### config.mk
export PLATFORM = sky130hd
export DESIGN_NAME = slot_bus_decoder
export DESIGN_NICKNAME = d
export VERILOG_FILES = /design/src/rtl/slot_bus_decoder.sv
export SDC_FILE = /design/constraint.sdc
export NUM_CORES = 1
export LEC_CHECK = 0
export ABC_AREA = 1
export ABC_CLOCK_PERIOD_IN_PS = 1600
export BUFFER_PORTS_ARGS = -buffer_cell sky130_fd_sc_hd__buf_2
export CAP_MARGIN = 20
export CORE_MARGIN = 5
export CORE_UTILIZATION = 46
export DETAILED_ROUTE_END_ITERATION = 8
export PLACE_DENSITY_LB_ADDON = 0.3
export REMOVE_ABC_BUFFERS = 1
export SLEW_MARGIN = 20
export SYNTH_ARGS = -nofsm -noshare
export SYNTH_HDL_FRONTEND = slang
export SYNTH_SLANG_ARGS = --single-unit
export TNS_END_PERCENT = 1
### constraint.sdc
create_clock -name clk_sys -period 1.6 [get_ports clk_sys]
set_input_delay 0.32 -clock clk_sys [delete_from_list [all_inputs] [get_ports clk_sys]]
set_output_delay 0.32 -clock clk_sys [all_outputs]
set_load 0.005 [all_outputs]
### src/rtl/slot_bus_decoder.sv
// ---------------------------------------------------------------------------
// slot_bus_decoder
//
// Registered memory-map and slot-bus decoder for the IIgs core. A CPU access
// (bank/addr/we) is captured on a one-cycle req strobe, decoded into exactly
// one memory or peripheral enable (or none for a floating-bus read), and held
// until the access completes. Accesses to the 1 MHz side are stretched until
// the free-running slow-bus phase counter reaches its last phase.
//
// Handshake: req is accepted only in a cycle where busy=0; a req seen while
// busy=1 is dropped, never queued. busy rises the cycle after the accepting
// edge and stays high through the ready cycle. ready is a one-cycle pulse in
// the final cycle of the access. The enables are valid from the first busy
// cycle through the ready cycle and are 0 whenever the block is idle.
//
// Ports:
//   clk_sys        system clock
//   reset          synchronous, active-high reset
//   req            one-cycle access strobe; bank/addr/we sampled with it
//   bank, addr, we CPU bank, address and write flag
//   sltromsel      bit n = 1: slot n is an external card, 0: internal firmware
//   busy, ready    access in progress / one-cycle completion pulse
//   fastram_ce, slowram_ce, rom_ce, introm_ce, ioreg_ce   memory enables
//   device_select  one-hot C0n0-C0nF slot strobe
//   io_select      one-hot Cn00-CnFF slot strobe
//   io_strobe      C800-CFFE access owned by an external card
//   exprom_owner   slot currently owning the C800 expansion-ROM space
//   exprom_valid   owner latch is valid
//   dbg_state      FSM state (0 idle, 1 fast/complete, 2 wait)
//   dbg_we         write flag of the access in progress
// ---------------------------------------------------------------------------
module slot_bus_decoder #(
    parameter int          RAMSIZE     = 20,
    parameter logic [7:0]  ROM_BANK_LO = 8'hFE,
    parameter int          SLOW_DIV    = 14,
    parameter int          NUM_SLOTS   = 8,
    localparam int         SW          = (NUM_SLOTS > 1) ? $clog2(NUM_SLOTS) : 1
) (
    input  logic                 clk_sys,
    input  logic                 reset,
    input  logic                 req,
    input  logic [7:0]           bank,
    input  logic [15:0]          addr,
    input  logic                 we,
    input  logic [NUM_SLOTS-1:0] sltromsel,
    output logic                 busy,
    output logic                 ready,
    output logic                 fastram_ce,
    output logic                 slowram_ce,
    output logic                 rom_ce,
    output logic                 introm_ce,
    output logic                 ioreg_ce,
    output logic [NUM_SLOTS-1:0] device_select,
    output logic [NUM_SLOTS-1:0] io_select,
    output logic                 io_strobe,
    output logic [SW-1:0]        exprom_owner,
    output logic                 exprom_valid,
    output logic [1:0]           dbg_state,
    output logic                 dbg_we
);

    localparam int             PW       = $clog2(SLOW_DIV);
    localparam logic [PW-1:0]  PH_LAST  = PW'(SLOW_DIV - 1);
    localparam logic [PW-1:0]  PH_PRE   = PW'(SLOW_DIV - 2);
    localparam logic [7:0]     RAM_TOP  = 8'(RAMSIZE);

    // S_FAST is the single completion cycle for every access: fast accesses
    // go there directly, slow ones pass through S_WAIT first.
    typedef enum logic [1:0] {
        S_IDLE = 2'd0,
        S_FAST = 2'd1,
        S_WAIT = 2'd2
    } state_t;

    state_t                 state_q;
    logic [PW-1:0]          phase_q;
    logic                   busy_q, ready_q, we_q;
    logic                   fastram_q, slowram_q, rom_q, introm_q, ioreg_q, strobe_q;
    logic [NUM_SLOTS-1:0]   dev_q, ios_q;
    logic                   cfff_q, iohit_q;
    logic [SW-1:0]          slot_q;
    logic [SW-1:0]          owner_q;
    logic                   valid_q;

    // Decode of the current bus inputs
    logic                   fastram_d, slowram_d, rom_d, introm_d, ioreg_d, strobe_d;
    logic [7:0]             dev8_d, ios8_d;
    logic                   cfff_d, iohit_d, slow_d, io_win;
    logic [7:0]             sel8;
    logic [2:0]             s3, n3, owner3;

    always_comb begin
        fastram_d = 1'b0;
        slowram_d = 1'b0;
        rom_d     = 1'b0;
        introm_d  = 1'b0;
        ioreg_d   = 1'b0;
        strobe_d  = 1'b0;
        dev8_d    = 8'h00;
        ios8_d    = 8'h00;
        cfff_d    = 1'b0;
        iohit_d   = 1'b0;
        sel8      = 8'(sltromsel);
        s3        = addr[6:4];
        n3        = addr[10:8];
        owner3    = 3'(owner_q);
        io_win    = ((bank == 8'h00) || (bank == 8'h01) ||
                     (bank == 8'hE0) || (bank == 8'hE1)) &&
                    (addr[15:12] == 4'hC);

        if (io_win) begin
            if (addr[11:8] == 4'h0) begin
                // C000-C08F is always on-board; this also covers slot 0.
                if (addr[7:4] <= 4'h8) begin
                    ioreg_d = 1'b1;
                end else if (sel8[s3]) begin
                    dev8_d = 8'h01 << s3;
                end else begin
                    ioreg_d = 1'b1;
                end
            end else if (!addr[11]) begin
                if (sel8[n3]) begin
                    ios8_d  = 8'h01 << n3;
                    iohit_d = 1'b1;
                end else begin
                    introm_d = 1'b1;
                end
            end else if (addr[11:0] == 12'hFFF) begin
                introm_d = 1'b1;
                cfff_d   = 1'b1;
            end else if (valid_q && sel8[owner3]) begin
                strobe_d = 1'b1;
            end else begin
                introm_d = 1'b1;
            end
        end else if (bank >= ROM_BANK_LO) begin
            rom_d = 1'b1;
        end else if ((bank == 8'hE0) || (bank == 8'hE1)) begin
            slowram_d = 1'b1;
        end else if (bank < RAM_TOP) begin
            fastram_d = 1'b1;
        end

        slow_d = slowram_d | (|dev8_d) | (|ios8_d) | strobe_d;
    end

    always_ff @(posedge clk_sys) begin
        if (reset) begin
            state_q   <= S_IDLE;
            phase_q   <= '0;
            busy_q    <= 1'b0;
            ready_q   <= 1'b0;
            we_q      <= 1'b0;
            fastram_q <= 1'b0;
            slowram_q <= 1'b0;
            rom_q     <= 1'b0;
            introm_q  <= 1'b0;
            ioreg_q   <= 1'b0;
            strobe_q  <= 1'b0;
            dev_q     <= '0;
            ios_q     <= '0;
            cfff_q    <= 1'b0;
            iohit_q   <= 1'b0;
            slot_q    <= '0;
            owner_q   <= '0;
            valid_q   <= 1'b0;
        end else begin
            phase_q <= (phase_q == PH_LAST) ? '0 : phase_q + 1'b1;

            case (state_q)
                S_IDLE: begin
                    if (req) begin
                        busy_q    <= 1'b1;
                        we_q      <= we;
                        fastram_q <= fastram_d;
                        slowram_q <= slowram_d;
                        rom_q     <= rom_d;
                        introm_q  <= introm_d;
                        ioreg_q   <= ioreg_d;
                        strobe_q  <= strobe_d;
                        dev_q     <= dev8_d[NUM_SLOTS-1:0];
                        ios_q     <= ios8_d[NUM_SLOTS-1:0];
                        cfff_q    <= cfff_d;
                        iohit_q   <= iohit_d;
                        slot_q    <= n3[SW-1:0];
                        // A slow access whose next phase is already the last
                        // one completes in that very cycle.
                        if (!slow_d || (phase_q == PH_PRE)) begin
                            state_q <= S_FAST;
                            ready_q <= 1'b1;
                        end else begin
                            state_q <= S_WAIT;
                        end
                    end
                end

                S_WAIT: begin
                    if (phase_q == PH_PRE) begin
                        state_q <= S_FAST;
                        ready_q <= 1'b1;
                    end
                end

                S_FAST: begin
                    // Completion edge: commit the C800 ownership change.
                    if (iohit_q) begin
                        owner_q <= slot_q;
                        valid_q <= 1'b1;
                    end else if (cfff_q) begin
                        valid_q <= 1'b0;
                    end
                    state_q   <= S_IDLE;
                    busy_q    <= 1'b0;
                    ready_q   <= 1'b0;
                    fastram_q <= 1'b0;
                    slowram_q <= 1'b0;
                    rom_q     <= 1'b0;
                    introm_q  <= 1'b0;
                    ioreg_q   <= 1'b0;
                    strobe_q  <= 1'b0;
                    dev_q     <= '0;
                    ios_q     <= '0;
                    cfff_q    <= 1'b0;
                    iohit_q   <= 1'b0;
                end

                default: begin
                    state_q <= S_IDLE;
                    busy_q  <= 1'b0;
                    ready_q <= 1'b0;
                end
            endcase
        end
    end

    assign busy          = busy_q;
    assign ready         = ready_q;
    assign fastram_ce    = fastram_q;
    assign slowram_ce    = slowram_q;
    assign rom_ce        = rom_q;
    assign introm_ce     = introm_q;
    assign ioreg_ce      = ioreg_q;
    assign io_strobe     = strobe_q;
    assign device_select = dev_q;
    assign io_select     = ios_q;
    assign exprom_owner  = owner_q;
    assign exprom_valid  = valid_q;
    assign dbg_state     = state_q;
    assign dbg_we        = we_q;

endmodule
Yosys cells after proc, flatten, opt, wreduce, memory -nomap -nowiden

Index checks and enable logic that the tools add are counted.

Register bits after elaboration: 40
Bits of input ports: 36
Output and inout bits: 31
Word-level logic and storage cells: 144

Add/subtract/negate cells: 1
$lt $le $gt $ge: 6
Equal/unequal tests: 12
Shift-type cells: 2
Mux-type cells: 78
Bitwise logic cells: 4
Reduce and logical (&&, ||, !) cells: 23

Operators with widths:

| operator                                                                     | number |
|---|---|
| 8-bit 2-to-1 mux                                                             | 10 |
| 1-bit 2-to-1 mux                                                             | 49 |
| 8-bit one-hot mux with 2 select lines                                        | 2 |
| 1-bit one-hot mux with 2 select lines                                        | 10 |
| 8-bit == test, second input constant                                         | 2 |
| 8-bit OR reduction                                                           | 2 |
| 1-bit by 3-bit << shifter with 8-bit output, first input constant            | 2 |
| 12-bit == test, second input constant                                        | 1 |
| 4-bit == test, second input constant                                         | 3 |
| 3-bit by 4-bit less-than comparator with 1-bit output, second input constant | 3 |
| 2-bit AND reduction                                                          | 6 |
| 1-bit binary-select mux with 3-bit select                                    | 3 |
| 8-bit by 1-bit == test with 1-bit output, second input constant              | 1 |
| 8-bit greater-or-equal comparator, second input constant                     | 1 |
| 8-bit zero test                                                              | 1 |
| 8-bit by 5-bit less-than comparator with 1-bit output, second input constant | 1 |
| 2-bit 2-to-1 mux                                                             | 3 |
| 2-bit != test, second input constant                                         | 3 |
| 1-bit logical OR                                                             | 5 |
| 4-bit by 1-bit adder with 4-bit output, second input constant                | 1 |
| 4-bit less-or-equal comparator, second input constant                        | 1 |
| 4-bit zero test                                                              | 1 |
| 2-bit one-hot mux with 2 select lines                                        | 1 |
| 2-bit nonzero test                                                           | 2 |
| 9 further kinds                                                              | 12 |

Logic depth before layout (Yosys ltp)

Word-level depth: 15
Gate-level depth with buffers: 15
Mapped depth without buffers: 14

Worst setup path after synthesis

OpenSTA, ideal clock, no wires.

Kind: input -> register
From: in addr[9]
To: reg ready_q (netlist: ready)
Setup time: 0.115 ns
Arrival time: 1.406 ns
Setup slack: 0.079 ns
Cell stages on the path: 11
Buffers on the path: 1
Path through: buf_4 -> nor2_8 -> nand2_4 -> nor3_4 -> nand3_1 -> nand2_1 -> nor2_2 -> nand4_2 -> nand2_2 -> o21ai_2 -> nand2_1

Cells in the longest elaborated chain, start to end: 13
Elaborated cells on any way between the ends: 24

RTL lines:

| element                                   | line | source |
|---|---|---|
| start: declaration                        | 43   | `input logic [15:0] addr,` |
| 1-bit binary-select mux with 3-bit select | 122  | `if (sel8[n3]) begin` |
| 1-bit 2-to-1 mux (not written as such)    | 122  |  |
| 8-bit 2-to-1 mux                          | 122  |  |
| 8-bit 2-to-1 mux                          | 121  | `end else if (!addr[11]) begin` |
| 8-bit 2-to-1 mux                          | 112  | `if (addr[11:8] == 4'h0) begin` |
| 8-bit 2-to-1 mux                          | 111  | `if (io_win) begin` |
| 8-bit OR reduction                        | 144  | `slow_d = slowram_d \| (\|dev8_d) \| (\|ios8_d) \| strobe_d;` |
| 1-bit OR                                  | 144  |  |
| 1-bit OR (*)                              | 144  |  |
| 1-bit zero test (*)                       | 188  | `if (!slow_d \|\| (phase_q == PH_PRE)) begin` |
| 1-bit logical OR (*)                      | 188  |  |
| 2-bit != test (no line) (*)               | --   |  |
| 3-bit AND reduction (no line) (*)         | --   |  |
| end signal: assignment                    | 190  | `ready_q <= 1'b1;` |
| end signal: assignment                    | 200  | `ready_q <= 1'b1;` |
| end signal: assignment                    | 214  | `ready_q <= 1'b0;` |
| end: declaration                          | 77   | `logic busy_q, ready_q, we_q;` |

Every way passes the cells marked *; elsewhere a longest branch is shown, timed or not. The select of a mux whose other input is x is not followed.
A chain may end at the register's enable or synchronous reset.

Worst setup path in the final report

From: reg owner_q[0] (netlist: exprom_owner[0])
To: reg ready_q (netlist: ready)

Cells in the longest elaborated chain, start to end: 13

RTL lines:

| element                                   | line | source |
|---|---|---|
| start: declaration                        | 82   | `logic [SW-1:0] owner_q;` |
| start signal: assignment                  | 207  | `owner_q <= slot_q;` |
| 1-bit binary-select mux with 3-bit select | 131  | `end else if (valid_q && sel8[owner3]) begin` |
| 1-bit 2-to-1 mux (not written as such)    | 131  |  |
| 1-bit logical AND                         | 131  |  |
| 1-bit 2-to-1 mux                          | 131  |  |
| 1-bit 2-to-1 mux                          | 128  | `end else if (addr[11:0] == 12'hFFF) begin` |
| 1-bit 2-to-1 mux                          | 121  |  |
| 1-bit 2-to-1 mux                          | 112  |  |
| 1-bit 2-to-1 mux                          | 111  |  |
| 1-bit OR                                  | 144  |  |
| 1-bit zero test                           | 188  |  |
| 1-bit logical OR                          | 188  |  |
| 2-bit != test (no line)                   | --   |  |
| 3-bit AND reduction (no line)             | --   |  |

Every way passes these cells. The select of a mux whose other input is x is not followed.

==> metrics <==
status completed; IO Count 67; postcts setup bufs 0; slowest CP cell dfxtp_4; die width 80.96 µm; Yosys Warn Count 0; Peak VDD IR ~0.0004 V; Pins Over Slew Limit 0; post-DR vias/cell slightly below 5; WP data arrival around 1.6 ns; Worst Hold Path Cells 3; starting density of the core between 40% and 50%; Total Routing Usage GR between 10% and 20%; Worst Setup End Kind register; Net count, final roughly 470; top-count cell post-synth nand2_1; Worst-Skew Late Latency ~0.30 ns; Synth Area in XOR/XNOR 0.3782%; Async SR Flop Fraction 0%; # resized after CTS 0; final WL around 5700 µm; final cell area excluding filler cells 0.002998 mm²; crit path kind register to register; skew final 0.009746 ns; row count 25; CP startpoint kind register; largest net degree at the start of global routing 18; gr ovfl total 0; Final Hold Fails 0; Seq cells post-synth 40; core area around 0.0048 mm²; simple-gate area share of the yosys netlist 44.03%; main combinational cell family by area after synthesis simple AND/OR/NAND/NOR gates; mux share of post-synthesis cell area 0%; switching power around 0.59 mW; port bufs 65; Pint 1.621 mW; EDFF count, synth 0; MaxCap Viol Count 0; gpl congestion ~0.85; post-synth top area share around a third; complex-gate fraction of the synthesized area between 9 and 10%; Via Count ~2.4k; Clock power frac between 30% and 40%; commonest cells in the netlist nand2_1 (84), nand3_1 (61), dfxtp_1 (40); Synth area leaders dfxtp_1 (35%), nand2_1 (14%), nand3_1 (13%), inv_1 (4.9%), nor2_1 (4.4%); vias in the first global route around 2.2k; initial antenna violation count 0; PnR Total Power 2.216 mW; fin crit period about 1.4 ns; CTS Hold Buffers Added 0; Post-Syn Area 0.002316 mm²; placed instance area ~0.0029 mm²; TritonCTS Sinks 40; first-pass GRT wire length 9618 µm; worst-path fanout max 6; Avg Inst Size Synth slightly below 7 µm²; Reg2Reg Depth 13; top cell type by total area after synthesis dfxtp_1; HP Class primary input to register; remaining routing DRC violations 0; Main synth FF type dfxtp_1; PwrDens ~740 mW/mm²; clk root buf clkbuf_8; Post-Synth Adder-Cell Area under 10%; antenna cells 0; metal1 wirelength between 2000 and 2500 µm; crit path cell chain inv_2, nand2_1, nand3_1, nand3_1, nand2_1, nand3_2, nand2_1, nor2_2, nand4_2, nand3_1, nand2_1, nand2_1, nand2_1; die area between 0.006 and 0.007 mm²; Area Overhead vs Synth 29.44%; cell mode on critical path nand2_1; wire length per cell between 10 and 15 µm; sequential share of the synthesized area between 30% and 40%; slew margin rel. around 80%; share of power burned in registers between 40 and 50%; htree depth 2; clk slew on worst S/H paths around 0.08 ns; CP required 1.80 ns; max layer used met4; CTS tree done; DRT Pass-1 Iters 4; RSZ-0062 raised after global routing no; fin crit share between 80% and 90%; share of layout cells above drive strength 1 between 30% and 40%; FMAX slightly above 0.7 GHz; Leak 1.494 nW; Finish-stage setup viols 0; Cell variety after synth 34; Switching Share between 20% and 30%; Worst Max-Slew Pin Slew around 0.32 ns; Num CTS Buffers 5; cell count after synthesis ~340; hpwl dp roughly 4600 µm; length of routed met2 wiring ~2800 µm; Max clock buf depth 2; die span in y a little over 80 µm; slowest stage delay, CP 0.37 ns; wire length on met3 303 µm; violation count after the first detailed-routing iteration about 120; combinational share of power around 16%; antenna-violating nets left 0
metrics by stage:
step	util (%)	setup TNS [ns]	instances	hold slack, ns	setup WS [ns]
detailed placement	59.53	-0.3337	493	0.4330	-0.1163
CTS	61.95	0	501	0.2802	0.008757
floorplan	-	0	331	0.3891	0.06729
finish	62.23	0	501	0.2763	0.1805
global placement	59.53	-0.2843	493	0.4261	-0.09652
global route	62.23	0	501	0.2867	0.002213
layout by cell type (no fill, tap or decap), types with 3 or more instances in the layout:
cell       n
buf_4     30
ha_1       3
nand2_2    3
inv_2      6
nand3_1   60
nor3_4     3
o21ai_1    3
inv_1     29
nor2_2    15
o21ai_0   17
nor3_1     5
buf_2     65
nand2_1   83
nor2_1    26
a21oi_1   18
clkbuf_8   5
dfxtp_1   39
power by group through the flow:
| stage | Clock [mW] | Sequential [mW] | Combinational [mW] |
|---|---|---|---|
| 3_3_place_gp | 0 | 1.06 | 0.341 |
| 2_1_floorplan | 0 | 1.06 | 0.173 |
| 3_5_place_dp | 0 | 1.06 | 0.347 |
| 6_report | 0.835 | 1.03 | 0.350 |
| 4_1_cts | 0.849 | 1.03 | 0.349 |
| 5_1_grt | 0.902 | 1.03 | 0.392 |
flip-flops by register name (all words and copies together), names as in the netlist:
signal / count
iohit_q: 1
busy: 1
slot_q: 3
ready: 1
io_select: 8
rom_ce: 1
slowram_ce: 1
fastram_ce: 1
cfff_q: 1
introm_ce: 1
exprom_owner: 3
io_strobe: 1
dbg_we: 1
phase_q: 4
exprom_valid: 1
device_select: 8
ioreg_ce: 1
dbg_state: 2
cells by family (layout without fill, tap and decap cells):
| logic type | count (synthesis) | after routing |
|---|---|---|
| AOI/OAI and AO/OA | 43 | 43 |
| buffers and inverters | 49 | 139 |
| DFF | 40 | 40 |
| and+or+nand+nor | 208 | 208 |
| adders and majority gates | 3 | 3 |
| xor gates and xnor gates | 1 | 1 |
worst paths after layout:
kind / startpoint / to / slack [ns]
setup reg to reg: exprom_owner[0] / ready / 0.18
setup / recovery: exprom_owner[0] / ready / 0.18
hold / removal: we / dbg_we / 0.28
hold reg to reg: device_select[0] / device_select[0] / 0.44
layout make-up:
| cell class | instances | area [µm²] |
|---|---|---|
| Multi-Input combinational cell | 255 | 1305 |
| Fill cell | 466 | 1819 |
| Sequential cell | 40 | 804.5 |
| Tap cell | 67 | 83.83 |
| Clock buffer | 5 | 68.82 |
| Clock inverter | 3 | 47.55 |
| Timing Repair Buffer | 95 | 550.5 |
| Inverter | 36 | 137.6 |
metal layers:
metal	up-vias	global-route usage, %
li1	1302	-
met1	1070	21.93
met2	65	33.25
met3	7	3.104
met4	0	7.095
met5	-	0
worst max-delay path, delay by kind of cell, from the launching register on:
family                 cells  cell delay, ns
flip-flops                 1            0.37
AND/OR/NAND/NOR           12            0.90
buffers and inverters      1            0.06
No activity file was read; power rests on OpenSTA's default activity.
